## config.mk

```make
export PLATFORM = sky130hd
export DESIGN_NAME = two_number_window_accum
export DESIGN_NICKNAME = d
export VERILOG_FILES = /design/src/rtl/two_number_window_accum_pkg.sv /design/src/rtl/two_number_window_accum_lane.sv /design/src/rtl/two_number_window_accum.sv
export SDC_FILE = /design/constraint.sdc
export NUM_CORES = 1
export LEC_CHECK = 0
export BUFFER_PORTS_ARGS = -buffer_cell sky130_fd_sc_hd__buf_2
export CORE_MARGIN = 3
export CORE_UTILIZATION = 25
export DETAILED_ROUTE_END_ITERATION = 8
export PLACE_DENSITY = 0.5
export RECOVER_POWER = 25
export SLEW_MARGIN = 20
export SYNTH_ARGS = -nofsm -noshare
export SYNTH_HDL_FRONTEND = slang
export SYNTH_HIERARCHICAL = 1
export SYNTH_SLANG_ARGS = --single-unit
```

## constraint.sdc

```tcl
create_clock -name clk -period 12.1 [get_ports clk]
set_input_delay 1.21 -clock clk [delete_from_list [all_inputs] [get_ports clk]]
set_output_delay 1.21 -clock clk [all_outputs]
set_load 0.05 [all_outputs]
```

## src/rtl/two_number_window_accum_pkg.sv

```systemverilog
// Shared types and helpers for the windowed two-lane saturating accumulator.
package two_number_window_accum_pkg;

    typedef enum logic [0:0] {
        ACCUM = 1'b0,
        HOLD  = 1'b1
    } state_t;

    // Wide enough to hold any aligned input or OUT_WIDTH+1 sum without wrap.
    localparam int CALC_W = 64;

    function automatic int count_width(input int n);
        return $clog2(n + 1);
    endfunction

    function automatic logic signed [CALC_W-1:0] sat_clamp(
        input logic signed [CALC_W-1:0] value,
        input int                       width
    );
        logic signed [CALC_W-1:0] max_v;
        logic signed [CALC_W-1:0] min_v;
        max_v = (64'sd1 <<< (width - 1)) - 64'sd1;
        min_v = -(64'sd1 <<< (width - 1));
        if (value > max_v) begin
            return max_v;
        end else if (value < min_v) begin
            return min_v;
        end else begin
            return value;
        end
    endfunction

endpackage

```

## src/rtl/two_number_window_accum_lane.sv

```systemverilog
// One channel: align to the output exponent, saturating add into the window
// accumulator, and track whether any clamp happened in the current window.
module svreal_sat_accum_lane
    import two_number_window_accum_pkg::*;
#(
    parameter int IN_WIDTH     = 18,
    parameter int IN_EXPONENT  = -10,
    parameter int OUT_WIDTH    = 24,
    parameter int OUT_EXPONENT = -10
) (
    input  logic                        clk,
    input  logic                        rst,
    input  logic                        add_en,
    input  logic                        last,
    input  logic signed [IN_WIDTH-1:0]  in_data,
    output logic signed [OUT_WIDTH-1:0] sum_o,
    output logic                        win_ovf_o
);

    localparam int SHIFT = IN_EXPONENT - OUT_EXPONENT;

    logic signed [CALC_W-1:0]    ext_s;
    logic signed [CALC_W-1:0]    aligned_s;
    logic signed [CALC_W-1:0]    aligned_sat_s;
    logic signed [CALC_W-1:0]    sum_wide_s;
    logic signed [CALC_W-1:0]    sum_sat_s;
    logic                        ovf_now_s;
    logic signed [OUT_WIDTH-1:0] acc_q;
    logic signed [OUT_WIDTH-1:0] acc_d;
    logic                        sticky_q;
    logic                        sticky_d;

    assign ext_s = CALC_W'(in_data);

    // Right shift is arithmetic, so negative codes round toward -inf.
    generate
        if (SHIFT >= 0) begin : g_lsh
            assign aligned_s = ext_s <<< SHIFT;
        end else begin : g_rsh
            assign aligned_s = ext_s >>> (-SHIFT);
        end
    endgenerate

    always_comb begin
        aligned_sat_s = sat_clamp(aligned_s, OUT_WIDTH);
        sum_wide_s    = CALC_W'(acc_q) + aligned_sat_s;
        sum_sat_s     = sat_clamp(sum_wide_s, OUT_WIDTH);
        ovf_now_s     = (aligned_sat_s != aligned_s) || (sum_sat_s != sum_wide_s);
        sum_o         = OUT_WIDTH'(sum_sat_s);
        win_ovf_o     = sticky_q | ovf_now_s;
    end

    // The closing sample of a window leaves the lane empty for the next one.
    always_comb begin
        acc_d    = acc_q;
        sticky_d = sticky_q;
        if (add_en) begin
            if (last) begin
                acc_d    = {OUT_WIDTH{1'b0}};
                sticky_d = 1'b0;
            end else begin
                acc_d    = sum_o;
                sticky_d = win_ovf_o;
            end
        end else begin
            acc_d    = acc_q;
            sticky_d = sticky_q;
        end
    end

    always_ff @(posedge clk or posedge rst) begin
        if (rst) begin
            acc_q    <= {OUT_WIDTH{1'b0}};
            sticky_q <= 1'b0;
        end else begin
            acc_q    <= acc_d;
            sticky_q <= sticky_d;
        end
    end

endmodule

```

## src/rtl/two_number_window_accum.sv

```systemverilog
// Windowed accumulator for (a,b) pairs: N samples per window, one held result
// per window over a valid/ready handshake.
module two_number_window_accum
    import two_number_window_accum_pkg::*;
#(
    parameter int A_WIDTH      = 18,
    parameter int A_EXPONENT   = -10,
    parameter int B_WIDTH      = 19,
    parameter int B_EXPONENT   = -11,
    parameter int OUT_WIDTH    = 24,
    parameter int OUT_EXPONENT = -10,
    parameter int N            = 4
) (
    input  logic                        clk,
    input  logic                        rst,
    input  logic                        in_valid,
    output logic                        in_ready,
    input  logic signed [A_WIDTH-1:0]   a_in,
    input  logic signed [B_WIDTH-1:0]   b_in,
    output logic                        out_valid,
    input  logic                        out_ready,
    output logic signed [OUT_WIDTH-1:0] a_sum,
    output logic signed [OUT_WIDTH-1:0] b_sum,
    output logic                        a_ovf,
    output logic                        b_ovf
);

    localparam int CNT_W = count_width(N);

    state_t                      state_q;
    state_t                      state_d;
    logic [CNT_W-1:0]            count_q;
    logic [CNT_W-1:0]            count_d;
    logic signed [OUT_WIDTH-1:0] a_sum_q;
    logic signed [OUT_WIDTH-1:0] a_sum_d;
    logic signed [OUT_WIDTH-1:0] b_sum_q;
    logic signed [OUT_WIDTH-1:0] b_sum_d;
    logic                        a_ovf_q;
    logic                        a_ovf_d;
    logic                        b_ovf_q;
    logic                        b_ovf_d;

    logic                        in_ready_s;
    logic                        out_valid_s;
    logic                        xfer_in_s;
    logic                        xfer_out_s;
    logic                        last_s;
    logic signed [OUT_WIDTH-1:0] a_lane_sum_s;
    logic signed [OUT_WIDTH-1:0] b_lane_sum_s;
    logic                        a_lane_ovf_s;
    logic                        b_lane_ovf_s;

    assign xfer_in_s  = in_valid & in_ready_s;
    assign xfer_out_s = out_valid_s & out_ready;
    assign last_s     = xfer_in_s && (count_q == CNT_W'(N - 1));

    svreal_sat_accum_lane #(
        .IN_WIDTH    (A_WIDTH),
        .IN_EXPONENT (A_EXPONENT),
        .OUT_WIDTH   (OUT_WIDTH),
        .OUT_EXPONENT(OUT_EXPONENT)
    ) u_lane_a (
        .clk      (clk),
        .rst      (rst),
        .add_en   (xfer_in_s),
        .last     (last_s),
        .in_data  (a_in),
        .sum_o    (a_lane_sum_s),
        .win_ovf_o(a_lane_ovf_s)
    );

    svreal_sat_accum_lane #(
        .IN_WIDTH    (B_WIDTH),
        .IN_EXPONENT (B_EXPONENT),
        .OUT_WIDTH   (OUT_WIDTH),
        .OUT_EXPONENT(OUT_EXPONENT)
    ) u_lane_b (
        .clk      (clk),
        .rst      (rst),
        .add_en   (xfer_in_s),
        .last     (last_s),
        .in_data  (b_in),
        .sum_o    (b_lane_sum_s),
        .win_ovf_o(b_lane_ovf_s)
    );

    // While holding a result, a new sample may only enter together with its acceptance.
    always_comb begin
        in_ready_s  = 1'b0;
        out_valid_s = 1'b0;
        case (state_q)
            ACCUM: begin
                in_ready_s  = ~rst;
                out_valid_s = 1'b0;
            end
            HOLD: begin
                in_ready_s  = out_ready & ~rst;
                out_valid_s = 1'b1;
            end
            default: begin
                in_ready_s  = 1'b0;
                out_valid_s = 1'b0;
            end
        endcase
    end

    // With N==1 an accepted result can be replaced by the sample arriving in the same cycle.
    always_comb begin
        state_d = state_q;
        case (state_q)
            ACCUM: begin
                if (last_s) begin
                    state_d = HOLD;
                end else begin
                    state_d = ACCUM;
                end
            end
            HOLD: begin
                if (xfer_out_s && !last_s) begin
                    state_d = ACCUM;
                end else begin
                    state_d = HOLD;
                end
            end
            default: begin
                state_d = ACCUM;
            end
        endcase
    end

    always_comb begin
        count_d = count_q;
        a_sum_d = a_sum_q;
        b_sum_d = b_sum_q;
        a_ovf_d = a_ovf_q;
        b_ovf_d = b_ovf_q;
        if (last_s) begin
            count_d = {CNT_W{1'b0}};
            a_sum_d = a_lane_sum_s;
            b_sum_d = b_lane_sum_s;
            a_ovf_d = a_lane_ovf_s;
            b_ovf_d = b_lane_ovf_s;
        end else if (xfer_in_s) begin
            count_d = count_q + CNT_W'(1);
        end else begin
            count_d = count_q;
        end
    end

    always_ff @(posedge clk or posedge rst) begin
        if (rst) begin
            state_q <= ACCUM;
            count_q <= {CNT_W{1'b0}};
            a_sum_q <= {OUT_WIDTH{1'b0}};
            b_sum_q <= {OUT_WIDTH{1'b0}};
            a_ovf_q <= 1'b0;
            b_ovf_q <= 1'b0;
        end else begin
            state_q <= state_d;
            count_q <= count_d;
            a_sum_q <= a_sum_d;
            b_sum_q <= b_sum_d;
            a_ovf_q <= a_ovf_d;
            b_ovf_q <= b_ovf_d;
        end
    end

    assign in_ready  = in_ready_s;
    assign out_valid = out_valid_s;
    assign a_sum     = a_sum_q;
    assign b_sum     = b_sum_q;
    assign a_ovf     = a_ovf_q;
    assign b_ovf     = b_ovf_q;

endmodule

```

==> out/metrics.csv <==
stage,metric,value,unit
place,cell total after placement,1408,
sta,final slew viol count,52,
finish,nets,1084,
finish,fin cells,1425,
place,HPWL after DPL,18.13,mm
yosys,sequential share of the synthesized area,30.20,%
clock_network,clock edge transition at the registers on the reported setup and hold paths,0.08,ns
yosys,Yosys warnings,6,
grt,remaining global-route overflow,0,
setup_path,worst reg2reg path depth,28,
pwr,clock power share,9.7,%
finish,FILL cells,3610,
die,core area,0.03378,mm²
clock_network,H-tree Lvls,3,
die,# rows,67,
clock_network,root buffer cell,clkbuf_16,
pwr,maximum vdd drop,0.1368,mV
yosys,top post-synthesis cells by area,"dfrtp_1 (30%), ha_1 (7.5%), mux2_2 (7.1%), fa_1 (4.6%), inv_1 (3.7%)",
clock_network,Post-CTS Setup Bufs,0,
setup_path,Worst EP required,12.35,ns
sta,crit path time final,7.079,ns
routing,Iter 0 DRT Violations,299,
die,Initial Util,25.51,%
yosys,Netlist Area Pre-Place,0.008618,mm²
yosys,share of the synthesized area in the top cell type,30.20,%
setup_path,top fanout value on the critical path,13,
clock_network,CTS tree,yes,
clock_network,Num Clock Sinks,104,
setup_path,"reg-to-reg slack, setup",5.72,ns
sta,final hold violations,0,
yosys,"EDFF count, synth",0,
sta,f_max,141.3,MHz
sta,Setup Skew,0.01084,ns
pwr,combinational fraction of design power,69.6,%
outcome,outcome,"finished, violations left",
clock_network,clk buf depth,2,
yosys,Post-Syn Instances,944,
sta,fin crit share,58.51,%
setup_path,critical path's largest stage delay,0.53,ns
place,gpl congestion,0.8614,
pwr,total power,3.014,mW
routing,Post-Route WL,24.35,mm
clock_network,post-cts sizing count,0,
grt,Total GRT Usage,13.54,%
setup_path,arrival time of the worst setup path,7.33,ns
worst_hold_path,Worst Hold Class,reg2reg,
sta,Final Setup Violations,0,
pwr,Net Sw Power,1.589,mW
sta,Slew @ Worst Pin,1.720,ns
setup_path,Worst R2R End,a_ovf$_DFFE_PP0P_,
routing,Post-route DRC,0,
routing,"antenna viol nets, final",0,
setup_path,Setup crit start,a_in[17],
place,port bufs,91,
setup_path,Crit-path slowest cell,ha_1,
grt,first-pass GRT wire length,40.17,mm
setup_path,WP buf/inv,2,
setup_path,Setup CP Type,in2reg,
sta,RSZ-0062 raised after global routing,false,
clock_network,cts-stage hold buffer count,0,
setup_path,"delay-heaviest family, CP",simple AND/OR/NAND/NOR gates,
routing,total vias in the final route,7133,
sta,Max-slew headroom,-14.70,%
pwr,Power per Cell Area,314.4,mW/mm²
yosys,Synth Area per Inst,9.130,µm²
grt,vias in the first global route,7308,
grt,antenna violations before repair,0,
setup_path,reg2reg start,u_lane_a/acc_q[0]$_DFFE_PP0P_,
routing,vias per cell,5.006,
setup_path,Critical Path Sink Type,flop,
clock_network,worst-skew pair later-pin latency,0.36,ns
yosys,Synthesized Nets,1057,
die,die width,191.7,µm
finish,final core occ,28.37,%
setup_path,CP Launch Type,input pin,
yosys,Netlist cell types,89,
die,die area,0.03674,mm²
pwr,switching portion of total power,52.72,%
setup_path,end point of the critical path,a_ovf$_DFFE_PP0P_,
job,max cap viols,2,
die,IO Count,93,
sta,post-route setup TNS,0,ns
setup_path,CP Depth,24,
routing,1st-pass router iterations,5,
die,Die Ht,191.7,µm
grt,largest net degree at the start of global routing,55,
setup_path,"Critical Path, Cell by Cell",buf_2 > ha_1 > and3_1 > nand4_1 > a2111oi_2 > o211ai_1 > nand2b_1 > a21o_1 > inv_1 > fa_1 > nor4b_1 > nand4_1 > nor4b_1 > nand3_1 > ha_1 > xnor2_1 > nor2_1 > and4_1 > nand4_1 > and4bb_1 > nand4_1 > nor4_1 > o21ai_0 > mux2_2,
routing,WL/cell,17.09,µm
pwr,Seq pwr share,20.7,%
yosys,#FFs+latches synth,104,
finish,layout cells sized above 1,20.08,%
finish,synthesis-to-layout area growth,11.21,%
setup_path,crit-path most repeated cell,nand4_1,
sta,WHS,0.5003,ns
yosys,Yosys top cell by area,dfrtp_1,
yosys,ys flop type,dfrtp_1,
clock_network,CTS buffer count,9,
pwr,Lkg Pwr,4.139,nW
pwr,Pint,1.425,mW
outcome,failing checks,"max-capacitance violations, max-slew violations",
yosys,asr flop ratio synth,100.0,%
-- worst min path at each step --
stage	startpoint	to	slack, ns	cells after the start
3_5_place_dp	b_sum[21]$_DFFE_PP0P_	b_sum[21]$_DFFE_PP0P_	0.49	1
5_1_grt	a_sum[11]$_DFFE_PP0P_	a_sum[11]$_DFFE_PP0P_	0.52	1
6_report	b_sum[21]$_DFFE_PP0P_	b_sum[21]$_DFFE_PP0P_	0.50	1
3_3_place_gp	a_sum[13]$_DFFE_PP0P_	a_sum[13]$_DFFE_PP0P_	0.49	1
2_1_floorplan	u_lane_a/acc_q[7]$_DFFE_PP0P_	u_lane_a/acc_q[7]$_DFFE_PP0P_	0.48	1
4_1_cts	b_sum[21]$_DFFE_PP0P_	b_sum[21]$_DFFE_PP0P_	0.51	1
-- cells in the final DEF, fill, tap and decap left out, drive strengths merged, types with 9 or more instances in the layout --
cell type	instances
nand3	17
nand2b	9
nor2b	10
clkbuf	14
buf	94
xor2	14
o21ai	51
a21o	21
and3	10
mux2	54
ha	52
fa	20
xnor2	12
a22o	24
a21oi	51
o22ai	24
nor2	47
o211ai	14
a31oi	9
inv	87
o21a	28
nand4	13
dfrtp	104
nand2	48
nor3	14
and4	11
mux2i	9
-- Yosys cell counts (7+ instances only) --
| cell type | n |
|---|---|
| a21o_1 | 21 |
| a21oi_1 | 47 |
| a22o_1 | 24 |
| a31oi_1 | 8 |
| and3_1 | 9 |
| and4_1 | 10 |
| buf_2 | 13 |
| buf_6 | 7 |
| clkbuf_1 | 59 |
| dfrtp_1 | 104 |
| fa_1 | 20 |
| ha_1 | 52 |
| inv_1 | 85 |
| mux2_2 | 54 |
| mux2i_1 | 9 |
| nand2_1 | 48 |
| nand2b_1 | 9 |
| nand3_1 | 17 |
| nand4_1 | 13 |
| nor2_1 | 46 |
| nor2b_1 | 8 |
| nor3_1 | 13 |
| o211ai_1 | 10 |
| o21a_1 | 28 |
| o21ai_0 | 48 |
| o22ai_1 | 24 |
| xnor2_1 | 12 |
| xor2_1 | 14 |
-- layout make-up --
class                           instances  area (µm²)  area share, %
Antenna cell                            1       2.502        0.02611
Clock buffer                           11       242.7          2.533
Clock inverter                          5       40.04         0.4178
Inverter                               86       322.8          3.368
Multi-Input combinational cell        673        5321          55.52
Sequential cell                       104        2603          27.15
Tap cell                              448       560.5          5.849
Timing Repair Buffer                   97       491.7          5.131
-- power by group through the flow --
| stage | Clock, mW | Sequential, mW | Combinational [mW] |
|---|---|---|---|
| global route | 0.317 | 0.651 | 2.32 |
| detailed placement | 0 | 0.630 | 2.09 |
| finish | 0.293 | 0.623 | 2.10 |
| CTS | 0.306 | 0.626 | 2.10 |
| global placement | 0 | 0.626 | 2.08 |
| floorplan | 0 | 0.918 | 1.33 |
-- worst register-to-register path, delay by kind of cell (launching register included) --
family | cells | cell delay, ns
compound gates | 5 | 1.12
xor+xnor | 1 | 0.14
fa+ha+maj | 4 | 1.33
buf+inv | 1 | 0.06
flops | 1 | 0.36
mux | 1 | 0.36
simple gates | 16 | 2.90
-- layer usage --
metal / part of all wire, % / track usage, % / routed length [µm] / up-vias
met4: 1.4 / 3.500 / 352 / 0
met5: 0 / 0 / 0 / -
met2: 44 / 21.06 / 10830 / 134
li1: - / - / - / 3472
met1: 50 / 19.37 / 12180 / 3509
met3: 4.1 / 2.373 / 989 / 18
-- stage by stage --
step                      setup slack, ns  instance area (µm²)
after detailed placement            4.735                 9308
final                               5.021                 9584
after floorplan                     5.846                 8618
after CTS                           5.073                 9590
after global routing                4.446                 9582
after global placement              4.723                 9305
-- flip-flops by register name, summed over array words and instances (netlist names) --
| register | flops |
|---|---|
| a_sum | 24 |
| b_sum | 24 |
| u_lane_a/acc_q | 24 |
| u_lane_b/acc_q | 24 |
| count_q | 3 |
| a_ovf | 1 |
| b_ovf | 1 |
| state_q | 1 |
| u_lane_a/sticky_q | 1 |
| u_lane_b/sticky_q | 1 |
-- logic make-up after synthesis --
family                     count (synthesis)  synth area share (%)
adders and majority gates                 72                 12.20
AOI/OAI and AO/OA                        278                 23.14
buffers and inverters                    167                 8.159
and+or+nand+nor                          234                 15.56
muxes                                     63                 8.101
DFF                                      104                 30.20
xor gates and xnor gates                  26                 2.642
(Power assumes the default switching activity.)
